## src/rtl/tt_nco_dco.sv

```systemverilog
// tt_nco_dco: numerically controlled oscillator clocked from the system clock.
// A phase accumulator advances by a clamped frequency control word derived
// from the signed PI-controller output. It produces a square clock, evenly
// spaced phase taps, a wrap tick and a saturation flag.
// Optional feature: define DCO_DITHER_EN to add LFSR-based +/-1 FCW dither.
module tt_nco_dco #(
    parameter int               CTRL_W     = 16,
    parameter int               ACC_W      = 24,
    parameter logic [ACC_W-1:0] CENTER_FCW = 24'h040000,
    parameter int               GAIN_SHIFT = 4,
    parameter int               NUM_PHASES = 4
) (
    input  logic                     i_clk,
    input  logic                     i_rst,
    input  logic                     i_enable,
    input  logic signed [CTRL_W-1:0] i_control,
    input  logic                     i_ctrl_valid,
    output logic                     o_ctrl_ready,
    output logic                     o_clk_gen,
    output logic [NUM_PHASES-1:0]    o_phase,
    output logic                     o_tick,
    output logic                     o_active,
    output logic                     o_sat
);

    localparam int SUM_W    = ACC_W + CTRL_W + GAIN_SHIFT;
    localparam int PH_SHIFT = ACC_W - $clog2(NUM_PHASES);

    localparam logic [1:0] ST_IDLE  = 2'd0;
    localparam logic [1:0] ST_RUN   = 2'd1;
    localparam logic [1:0] ST_DRAIN = 2'd2;

    localparam logic signed [SUM_W-1:0] FCW_MIN    = SUM_W'(1);
    localparam logic signed [SUM_W-1:0] FCW_MAX    = SUM_W'(1) << (ACC_W - 1);
    localparam logic signed [SUM_W-1:0] CENTER_EXT = {{(SUM_W-ACC_W){1'b0}}, CENTER_FCW};

    // Returns {clamped_flag, fcw}; fcw is limited to [1, 2^(ACC_W-1)] so the
    // oscillator never stalls and never exceeds the two-cycle minimum period.
    function automatic logic [ACC_W:0] clampFcw(input logic signed [SUM_W-1:0] raw);
        logic [ACC_W:0] res;
        if (raw < FCW_MIN) begin
            res = {1'b1, ACC_W'(1)};
        end else if (raw > FCW_MAX) begin
            res = {1'b1, FCW_MAX[ACC_W-1:0]};
        end else begin
            res = {1'b0, raw[ACC_W-1:0]};
        end
        return res;
    endfunction

    localparam logic [ACC_W:0] RESET_CLAMP = clampFcw(CENTER_EXT);

    logic [1:0]            state_q, state_d;
    logic [ACC_W-1:0]      acc_q, acc_d;
    logic [ACC_W-1:0]      fcw_q, fcw_d;
    logic                  sat_q, sat_d;
    logic                  pend_q, pend_d;
    logic [ACC_W-1:0]      pendFcw_q, pendFcw_d;
    logic                  pendSat_q, pendSat_d;
    logic                  tick_q, tick_d;
    logic [NUM_PHASES-1:0] phase_q, phase_d;

    logic signed [SUM_W-1:0] ctrlExt;
    logic signed [SUM_W-1:0] fcwRaw;
    logic [ACC_W:0]          clampRes;
    logic [ACC_W:0]          effFcw;
    logic [ACC_W:0]          accSum;
    logic                    wrapEvt;
    logic                    accept;
    logic [ACC_W-1:0]        phSum;

`ifdef DCO_DITHER_EN
    logic [15:0]    lfsr_q, lfsr_d;
    logic [ACC_W:0] ditherAdd;

    // Fibonacci LFSR advances while oscillating; its low bits pick a +1/-1/0 FCW dither
    always_comb begin
        lfsr_d = lfsr_q;
        if (state_q != ST_IDLE) begin
            lfsr_d = {lfsr_q[14:0], lfsr_q[15] ^ lfsr_q[13] ^ lfsr_q[12] ^ lfsr_q[10]};
        end
        unique case (lfsr_q[1:0])
            2'b01:   ditherAdd = (ACC_W+1)'(1);
            2'b10:   ditherAdd = {(ACC_W+1){1'b1}};
            default: ditherAdd = '0;
        endcase
        effFcw = {1'b0, fcw_q} + ditherAdd;
    end

    // LFSR register restarts from a fixed seed on reset
    always_ff @(posedge i_clk) begin
        if (i_rst) begin
            lfsr_q <= 16'hACE1;
        end else begin
            lfsr_q <= lfsr_d;
        end
    end
`else
    // Without dither the accumulator step is exactly the active FCW
    always_comb effFcw = {1'b0, fcw_q};
`endif

    // Control-to-FCW mapping: centre word plus shifted signed control, then clamp
    always_comb begin
        ctrlExt  = {{(SUM_W-CTRL_W){i_control[CTRL_W-1]}}, i_control};
        fcwRaw   = CENTER_EXT + (ctrlExt <<< GAIN_SHIFT);
        clampRes = clampFcw(fcwRaw);
    end

    // Accumulator step, wrap detection and run/drain/idle sequencing
    always_comb begin
        accSum  = {1'b0, acc_q} + effFcw;
        wrapEvt = (state_q != ST_IDLE) && accSum[ACC_W];
        state_d = state_q;
        acc_d   = acc_q;
        unique case (state_q)
            ST_IDLE: begin
                acc_d = '0;
                if (i_enable) state_d = ST_RUN;
            end
            ST_RUN: begin
                acc_d = accSum[ACC_W-1:0];
                if (!i_enable) state_d = ST_DRAIN;
            end
            ST_DRAIN: begin
                acc_d = accSum[ACC_W-1:0];
                if (i_enable) begin
                    state_d = ST_RUN;
                end else if (accSum[ACC_W]) begin
                    state_d = ST_IDLE;
                    acc_d   = '0;
                end
            end
            default: begin
                state_d = ST_IDLE;
                acc_d   = '0;
            end
        endcase
        tick_d = wrapEvt;
    end

    // Phase taps sample the next accumulator value offset by k/NUM_PHASES of a turn
    always_comb begin
        phase_d = '0;
        phSum   = '0;
        for (int k = 0; k < NUM_PHASES; k++) begin
            phSum      = acc_d + (ACC_W'(k) << PH_SHIFT);
            phase_d[k] = (state_d == ST_IDLE) ? 1'b0 : phSum[ACC_W-1];
        end
    end

    // Handshake: idle loads immediately, running words wait for a wrap to stay glitch-free
    always_comb begin
        o_ctrl_ready = !i_rst && !pend_q;
        accept       = i_ctrl_valid && o_ctrl_ready;
        fcw_d        = fcw_q;
        sat_d        = sat_q;
        pend_d       = pend_q;
        pendFcw_d    = pendFcw_q;
        pendSat_d    = pendSat_q;
        if (accept && (state_q == ST_IDLE)) begin
            fcw_d = clampRes[ACC_W-1:0];
            sat_d = clampRes[ACC_W];
        end else if (accept) begin
            pend_d    = 1'b1;
            pendFcw_d = clampRes[ACC_W-1:0];
            pendSat_d = clampRes[ACC_W];
        end
        if (pend_q && wrapEvt) begin
            fcw_d  = pendFcw_q;
            sat_d  = pendSat_q;
            pend_d = 1'b0;
        end
    end

    // State and datapath registers; reset aborts immediately and drops all outputs
    always_ff @(posedge i_clk) begin
        if (i_rst) begin
            state_q   <= ST_IDLE;
            acc_q     <= '0;
            fcw_q     <= RESET_CLAMP[ACC_W-1:0];
            sat_q     <= 1'b0;
            pend_q    <= 1'b0;
            pendFcw_q <= '0;
            pendSat_q <= 1'b0;
            tick_q    <= 1'b0;
            phase_q   <= '0;
        end else begin
            state_q   <= state_d;
            acc_q     <= acc_d;
            fcw_q     <= fcw_d;
            sat_q     <= sat_d;
            pend_q    <= pend_d;
            pendFcw_q <= pendFcw_d;
            pendSat_q <= pendSat_d;
            tick_q    <= tick_d;
            phase_q   <= phase_d;
        end
    end

    assign o_phase   = phase_q;
    assign o_clk_gen = phase_q[0];
    assign o_tick    = tick_q;
    assign o_active  = (state_q != ST_IDLE);
    assign o_sat     = sat_q;

endmodule
```

## config.mk

```make
export PLATFORM = sky130hd
export DESIGN_NAME = tt_nco_dco
export DESIGN_NICKNAME = d
export VERILOG_FILES = /design/src/rtl/tt_nco_dco.sv
export SDC_FILE = /design/constraint.sdc
export NUM_CORES = 1
export LEC_CHECK = 0
export CAP_MARGIN = 10
export CORE_MARGIN = 2
export CORE_UTILIZATION = 55
export CTS_CLUSTER_SIZE = 24
export DETAILED_ROUTE_END_ITERATION = 10
export DONT_BUFFER_PORTS = 1
export GPL_TIMING_DRIVEN = 1
export PLACE_DENSITY_LB_ADDON = 0.08
export SLEW_MARGIN = 30
export SYNTH_ARGS = -nofsm -noshare
export SYNTH_HDL_FRONTEND = slang
export SYNTH_SLANG_ARGS = --single-unit
```

## constraint.sdc

```tcl
create_clock -name i_clk -period 3.2 [get_ports i_clk]
set_input_delay 0.64 -clock i_clk [delete_from_list [all_inputs] [get_ports i_clk]]
set_output_delay 0.64 -clock i_clk [all_outputs]
set_load 0.02 [all_outputs]
```

==> Word-level counts from Yosys, hierarchy flattened <==
Cells that the tools add are included.
{ "op_classes": {"order_cmp": 2, "reduce_logical": 14, "eq_ne": 2, "add_sub_neg": 5, "bitwise_logic": 1, "mux": 14} }
{ "ops": {"columns": ["op", "count"], "rows": [
  ["$mux W24", 4],
  ["$mux W25", 2],
  ["$add A24 B24 Y24 const B", 2],
  ["$pmux W24 S2", 1],
  ["$add A24 B24 Y25", 1],
  ["$gt A21 B25 Y1 const B", 1],
  ["$add A24 B23 Y24 const B", 1],
  ["$add A20 B20 Y21 const A", 1],
  ["$lt A21 B2 Y1 const B", 1],
  ["$mux W2", 4],
  ["$pmux W2 S3", 1],
  ["$logic_and A1 B1 Y1", 5],
  ["$logic_not A2 Y1", 2],
  ["$reduce_bool A2 Y1", 2],
  ["$reduce_or A2 Y1", 2],
  ["$eq A2 B1 Y1 const B", 1],
  ["$eq A2 B2 Y1 const B", 1],
  ["$logic_not A1 Y1", 2],
  ["$mux W1", 2],
  ["$reduce_and A2 Y1", 1],
  ["$not A1 Y1", 1]
]} }
{ "totals": {"elab_cells": 47, "reg_bits": 82, "in_bits": 20} }

==> Longest topological paths before layout <==
Gate-level depths: netlist of run 1.
{ "logic_depth": {"depth_word": 6, "depth_mapped": 10} }

==> Worst setup path before layout of run 1 <==
Ideal clock, no wire load.
{ "synth_timing": {"path_type": "register -> register", "from": "reg fcw_q[0]", "to": "reg fcw_q[12]", "synth_period_minus_slack_ps": 2554, "setup_ps": 122, "path_stages_with_launch": 11, "slack_ps": 646, "arrival_time_ps": 2432, "path_cell_list": "dfxtp_1 > ha_1 > ha_1 > nand4_2 > a21oi_4 > a41oi_4 > o221ai_4 > a21bo_4 > a31oi_4 > buf_6 > a221o_1"} }
{ "synth_via": {"elab_chain_cells": 4, "elab_cells_between_ends": 5, "classes_between": "add/sub: 1; mux: 1; reduce/logical: 3"} }
{ "synth_rtl": {"columns": ["element", "line", "text"], "rows": [
  ["from (decl)", "55", "logic [ACC_W-1:0] fcw_q, fcw_d;"],
  ["from (signal assigned)", "181", "fcw_q <= RESET_CLAMP[ACC_W-1:0];"],
  ["from (signal assigned)", "191", "fcw_q <= fcw_d;"],
  ["$add A24 B24 Y25 (*)", "112", "accSum = {1'b0, acc_q} + effFcw;"],
  ["$logic_and A1 B1 Y1 (*)", "113", "wrapEvt = (state_q != ST_IDLE) && accSum[ACC_W];"],
  ["$logic_and A1 B1 Y1 (*)", "169", "if (pend_q && wrapEvt) begin"],
  ["$mux W24 or $reduce_bool A2 Y1 (tied branches)", null, null]
]} }
Mark *: on every way between the ends. The rest lies on a longest branch, timed or not.
A chain may end at the register's enable or synchronous reset.

==> Worst setup path in the final report of run 1 <==
{ "layout_timing": {"from": "reg fcw_q[0]", "to": "reg fcw_q[14]"} }
Same word-level chain as after synthesis.

==> flow_metrics.env, run 1 <==
export IMPL_status="finished clean"
export IMPL_synth_yosys_seq_area_share=0.355
export IMPL_layout_commonest_cell="dfxtp_1"
export IMPL_post_route_period_util=0.897
export IMPL_first_pass_iters=4
export IMPL_antenna_found_initial=0
export IMPL_crit_start="fcw_q[0]"
export IMPL_hold_start="i_rst"
export IMPL_synth_seq_cells=68
export IMPL_syn_avg_cell_area_um2=8.89
export IMPL_synth_fp_nets=480
export IMPL_slowest_delay_ns=0.63
export IMPL_cp_slowest_cell="nor4_4"
export IMPL_netlist_instances=432
export IMPL_rsz0062_at_grt="no"
export IMPL_stdcell_count=514
export IMPL_placed_cell_area_mm2=0.00389
export IMPL_required_ns=3.49
export IMPL_row_count=30
export IMPL_worstSetupStartpointType="flip-flop"
export IMPL_pin_count=29
export IMPL_dp_cells=498
export IMPL_maxSlewViolCount=0
export IMPL_port_buffer_count=0
export IMPL_start_util=0.568
export IMPL_overflow=0
export IMPL_grt_pass1_wl_mm=13.8
export IMPL_cts_hold_buf=0
export IMPL_end_kind="flip-flop"
export IMPL_num_fill_cells=628
export IMPL_postSynth_asyncResetShare=0
export IMPL_p_leak_nw=1.62
export IMPL_place_detailed_hpwl_mm=5.99
export IMPL_max_cap_viol_count=0
export IMPL_fp_dieW_um=87.6
export IMPL_crit_path_frequent_cell="ha_1"
export IMPL_post_cts_setup_buffers=0
export IMPL_synth_top_cell_by_area="dfxtp_1"
export IMPL_cts_buffers_inserted=9
export IMPL_netlist_cell_type_count=59
export IMPL_synth_area_leaders="dfxtp_1, ha_1, nor2_1"
export IMPL_setup_viol=0
export IMPL_clock_path_buffers=2
export IMPL_n_antenna_cell=0
export IMPL_die_area_mm2=0.00767
export IMPL_routed_wl_mm=8.10
export IMPL_fin_crit_ns=2.87
export IMPL_die_height_um=87.6
export IMPL_route_detailed_wl_per_inst_um=15.8
export IMPL_peakVddDrop_uv=275
export IMPL_clockRootBuffer="clkbuf_8"
export IMPL_syn_area_mm2=0.00384
export IMPL_grt_use_total=0.230
export IMPL_cts_clk_slew_worst_paths_ns=0.09
export IMPL_fp_coreArea_mm2=0.00676
export IMPL_clock_sinks=68
export IMPL_worst_slew_margin_rel=0.463
export IMPL_first_iter_violations=101
export IMPL_final_cell_mix="dfxtp_1, nor2_1, a21oi_1"
export IMPL_r2r_start="fcw_q[0]"
export IMPL_htreeDepth=3
export IMPL_p_per_area_mw_per_mm2=473
export IMPL_cp_cell_sequence="ha_1 > ha_1 > nand4_2 > a21oi_4 > a41oi_4 > o221ai_4 > a21boi_2 > nor4_4 > a221o_1"
export IMPL_nets=477
export IMPL_critical_path_class="reg -> reg"
export IMPL_via_per_inst=5.91
export IMPL_layout_drive_gt1_share=0.101
export IMPL_vias=3038
export IMPL_grt_max_degree=36
export IMPL_critPathMaxFanout=15
export IMPL_cts_tree="built"
export IMPL_skew_ns=0.0163
export IMPL_ys_flop_type="dfxtp_1"
export IMPL_routabilityCongestion=0.803
export IMPL_insertion_delay_ns=0.35
export IMPL_syn_to_final_growth_pct=6.65
export IMPL_setup_tns_ns=0
export IMPL_ant_nets=0
export IMPL_hold_class="in -> reg"
export IMPL_first_global_vias=2877
export IMPL_drc=0
export IMPL_fin_hold_ws_ns=0.355
export IMPL_yosysWarnings=0
export IMPL_synth_edf_count=0
export IMPL_yosysTopAreaCellShare=0.355
export IMPL_cts_repair_resized=0
export IMPL_fin_area_mm2=0.00410
export IMPL_tightest_slew_ns=0.800
export IMPL_worstPathArrival_ns=3.16
export IMPL_final_hold_viol_count=0
export IMPL_fmax_mhz=348
==> registers in the layout (all words and copies together) (netlist names) <==
signal	cells
acc_q	24
fcw_q	18
pendFcw_q	17
o_phase	4
state_q	2
o_tick	1
pendSat_q	1
pend_q	1
==> kinds of logic after synthesis <==
group           count (synthesis)  synth area share
mux                             5            0.0140
compound gates                124             0.247
flops                          68             0.355
fa+ha+maj                      28            0.0912
buf+inv                        36            0.0437
xor+xnor                       17            0.0427
simple gates                  154             0.207
==> layer usage <==
layer,GRT usage,wire length [um]
met4,0.0573,95
met2,0.368,3690
met3,0.0641,314
met1,0.308,4000
met5,0,0
==> critical path, delay by kind of cell (launching register included) <==
| kind | cells | cell delay, ns |
|---|---|---|
| AOI/OAI and AO/OA | 5 | 1.25 |
| adders and majority gates | 2 | 0.38 |
| DFF | 1 | 0.36 |
| and+or+nand+nor | 2 | 0.80 |
==> per-stage QoR <==
stage | setup WS (ns) | total power [mW] | utilization
final | 0.329 | 1.94 | 0.606
after global routing | 0.0254 | 2.03 | 0.606
after CTS | 0.302 | 1.96 | 0.606
after detailed placement | 0.283 | 1.21 | 0.576
after global placement | 0.251 | 1.21 | 0.575
after floorplan | 0.646 | 1.16 | -
==> report_power, final <==
part | leakage [nW] | total, mW | switching, mW | internal (mW)
logic | 0.972 | 0.267 | 0.167 | 0.101
clock network | 0.101 | 0.741 | 0.370 | 0.371
registers | 0.550 | 0.927 | 0.0404 | 0.886
==> cell usage after synthesis, types with 2 or more instances <==
master     instances
a211o_1            2
o211ai_1           6
xor2_1             8
a21oi_1           39
buf_2              7
o21ai_0           15
mux2_2             3
and2_1            16
nand4_1            6
a31oi_1            3
buf_6              2
dfxtp_1           68
clkbuf_1          10
nor3_1            13
buf_4              2
a221o_1           16
nand3_1           13
nand2b_1           3
nor2b_1            4
a221oi_2           2
nand2_1           19
a21boi_0           2
a2111oi_0          2
inv_1             13
a211oi_1           4
ha_1              28
mux2i_1            2
or2_2              2
nor2_1            54
o31ai_1            5
xnor2_1            8
nor4_1             4
o21a_1             3
nor3b_1           15
a21o_1             9
==> area by class of cell <==
cell class / count / area, um2 / share of cell area
Multi-Input combinational cell: 328 / 2320 / 0.566
Sequential cell: 68 / 1360 / 0.332
Clock buffer: 9 / 124 / 0.0302
Tap cell: 80 / 100 / 0.0244
Clock inverter: 7 / 81.3 / 0.0199
Timing Repair Buffer: 8 / 60.1 / 0.0147
Inverter: 14 / 52.6 / 0.0128
==> path summary, 6_finish.rpt <==
path | end | slack, ns | cells past startpoint
setup / recovery | fcw_q[14] | 0.33 | 9
hold / removal | pend_q | 0.35 | 1
setup reg to reg | fcw_q[14] | 0.33 | 9
hold reg to reg | fcw_q[0] | 0.47 | 2
Power figures use the tool's default switching activity.
==> inputs of run 2 (changes only) <==
--- a/config.mk
+++ b/config.mk
@@ -5,12 +5,12 @@
 export SDC_FILE = /design/constraint.sdc
 export NUM_CORES = 1
 export LEC_CHECK = 0
+export BUFFER_PORTS_ARGS = -buffer_cell sky130_fd_sc_hd__buf_2
 export CAP_MARGIN = 10
 export CORE_MARGIN = 2
-export CORE_UTILIZATION = 55
+export CORE_UTILIZATION = 45
 export CTS_CLUSTER_SIZE = 24
 export DETAILED_ROUTE_END_ITERATION = 10
-export DONT_BUFFER_PORTS = 1
 export GPL_TIMING_DRIVEN = 1
 export PLACE_DENSITY_LB_ADDON = 0.08
 export SLEW_MARGIN = 30
==> constraint.sdc (replaced) <==
create_clock -name i_clk -period 2.95 [get_ports i_clk]
set_input_delay 0.59 -clock i_clk [delete_from_list [all_inputs] [get_ports i_clk]]
set_output_delay 0.59 -clock i_clk [all_outputs]
set_load 0.02 [all_outputs]
==> flow_metrics.env, run 2 (synthesis gave the netlist of run 1 again) <==
export IMPL_largest_register="acc_q"
export IMPL_status="finished clean"
export IMPL_clock_path_buffers=2
export IMPL_worstPathArrival_ns=2.93
export IMPL_die_area_mm2=0.00929
export IMPL_via_per_inst=5.52
export IMPL_peakVddDrop_uv=322
export IMPL_top_regs="acc_q: 24 flops, fcw_q: 18 flops, pendFcw_q: 17 flops"
export IMPL_multi_input_area_mm2=0.00233
export IMPL_post_route_period_util=0.909
export IMPL_row_count=33
export IMPL_r2r_slack_ns=0.27
export IMPL_grt_max_degree=36
export IMPL_required_ns=3.20
export IMPL_r2r_cells=8
export IMPL_worstSetupStartpointType="flip-flop"
export IMPL_grt_use_total=0.207
export IMPL_htreeDepth=3
export IMPL_ff_latch_area_mm2=0.00136
export IMPL_critical_path_class="reg -> reg"
export IMPL_die_height_um=96.4
export IMPL_cp_cell_sequence="ha_1 > nand3_1 > nor3_1 > o211ai_1 > a41o_1 > a221oi_4 > xor3_1 > a211oi_1"
export IMPL_skew_ns=0.00809
export IMPL_insertion_delay_ns=0.34
export IMPL_fp_coreArea_mm2=0.00826
export IMPL_setup_viol=0
export IMPL_ant_nets=0
export IMPL_clockRootBuffer="clkbuf_8"
export IMPL_layout_drive_gt1_share=0.167
export IMPL_p_per_area_mw_per_mm2=496
export IMPL_route_detailed_wl_per_inst_um=15.2
export IMPL_first_pass_iters=4
export IMPL_drc=0
export IMPL_antenna_found_initial=0
export IMPL_first_global_vias=3014
export IMPL_port_buffer_count=28
export IMPL_clock_sinks=68
export IMPL_hold_class="reg -> reg"
export IMPL_fmax_mhz=373
export IMPL_whs_path_depth=1
export IMPL_grt_pass1_wl_mm=14.8
export IMPL_routed_wl_mm=8.73
export IMPL_syn_to_final_growth_pct=13.1
export IMPL_max_cap_viol_count=0
export IMPL_maxSlewViolCount=0
export IMPL_slowest_delay_ns=0.46
export IMPL_overflow=0
export IMPL_final_hold_viol_count=0
export IMPL_rsz0062_at_grt="no"
export IMPL_cp_slowest_cell="ha_1"
export IMPL_largest_reg_flops=24
export IMPL_stdcell_count=573
export IMPL_pin_count=29
export IMPL_worst_slew_margin_rel=0.676
export IMPL_nets=511
export IMPL_routabilityCongestion=0.872
export IMPL_critPathMaxFanout=9
export IMPL_end_kind="flip-flop"
export IMPL_dp_cells=555
export IMPL_place_detailed_hpwl_mm=6.39
export IMPL_cts_clk_slew_worst_paths_ns=0.08
export IMPL_vias=3164
export IMPL_cts_buffers_inserted=9
export IMPL_fin_crit_ns=2.68
export IMPL_cts_tree="built"
export IMPL_start_util=0.465
export IMPL_tightest_slew_ns=0.486
export IMPL_p_leak_nw=1.78
export IMPL_layout_commonest_cell="dfxtp_1"
export IMPL_first_iter_violations=66
export IMPL_num_fill_cells=803
export IMPL_setup_tns_ns=0
export IMPL_n_antenna_cell=0
export IMPL_fp_dieW_um=96.4
export IMPL_final_cell_mix="dfxtp_1, nor2_1, a21oi_1"
## run 2: cell types whose count changed in the layout (fill, tap and decap cells not counted), moves of 2 or more
| cell | delta |
|---|---|
| inv_6 | -3 |
| clkbuf_8 | +2 |
| buf_2 | +28 |
| buf_4 | +5 |
## run 2: layout make-up
type,count,share of cell area
clock inverters,5,0.0138
repair buffers,42,0.0593
flip-flops and latches,68,0.313
multi-input cells,328,0.536
clock buffers,11,0.0349
inverters,14,0.0121
well taps,105,0.0303
## run 2: worst paths after layout
check | start | end
max | fcw_q[11] | o_phase[1]
min reg2reg | pendFcw_q[16] | fcw_q[16]
min | pendFcw_q[16] | fcw_q[16]
max reg2reg | fcw_q[11] | o_phase[1]
## run 2: layer usage
layer | wire [um] | track usage | up-vias
met5 | 0 | 0 | -
met4 | 60 | 0.0540 | 0
met3 | 236 | 0.0481 | 6
met2 | 3890 | 0.318 | 38
met1 | 4540 | 0.293 | 1478
li1 | - | - | 1642
## run 2: timing repair
| action | in CTS | in global routing |
|---|---|---|
| setup endpoints to repair | 0 | 17 |
| buffers inserted | 0 | 2 |
| hold endpoints to repair | 0 | 0 |
| hold buffers | 0 | 0 |
| resized for setup | 0 | 3 |
## run 2: power by group
group	internal [mW]	switching (mW)
clock	0.438	0.373
combinational	0.134	0.218
sequential	0.961	0.0316
total	1.53	0.622
## run 2: per-stage QoR
| step | area, um2 | worst slack [ns] | hold WS, ns | utilization | total power, mW |
|---|---|---|---|---|---|
| 2_1_floorplan | 3840 | 0.396 | 0.446 | - | 1.26 |
| 3_3_place_gp | 4100 | 0.185 | 0.462 | 0.496 | 1.36 |
| 3_5_place_dp | 4100 | 0.155 | 0.468 | 0.496 | 1.36 |
| 4_1_cts | 4310 | 0.122 | 0.485 | 0.522 | 2.18 |
| 5_1_grt | 4340 | 0.00517 | 0.502 | 0.526 | 2.26 |
| 6_report | 4340 | 0.270 | 0.486 | 0.526 | 2.16 |
## run 2: critical path: cells and delay by family (launching register included)
family                     cells  cell delay, ns
and+or+nand+nor                2            0.43
DFF                            1            0.34
adders and majority gates      1            0.46
xor gates and xnor gates       1            0.40
AOI/OAI and AO/OA              4            0.97
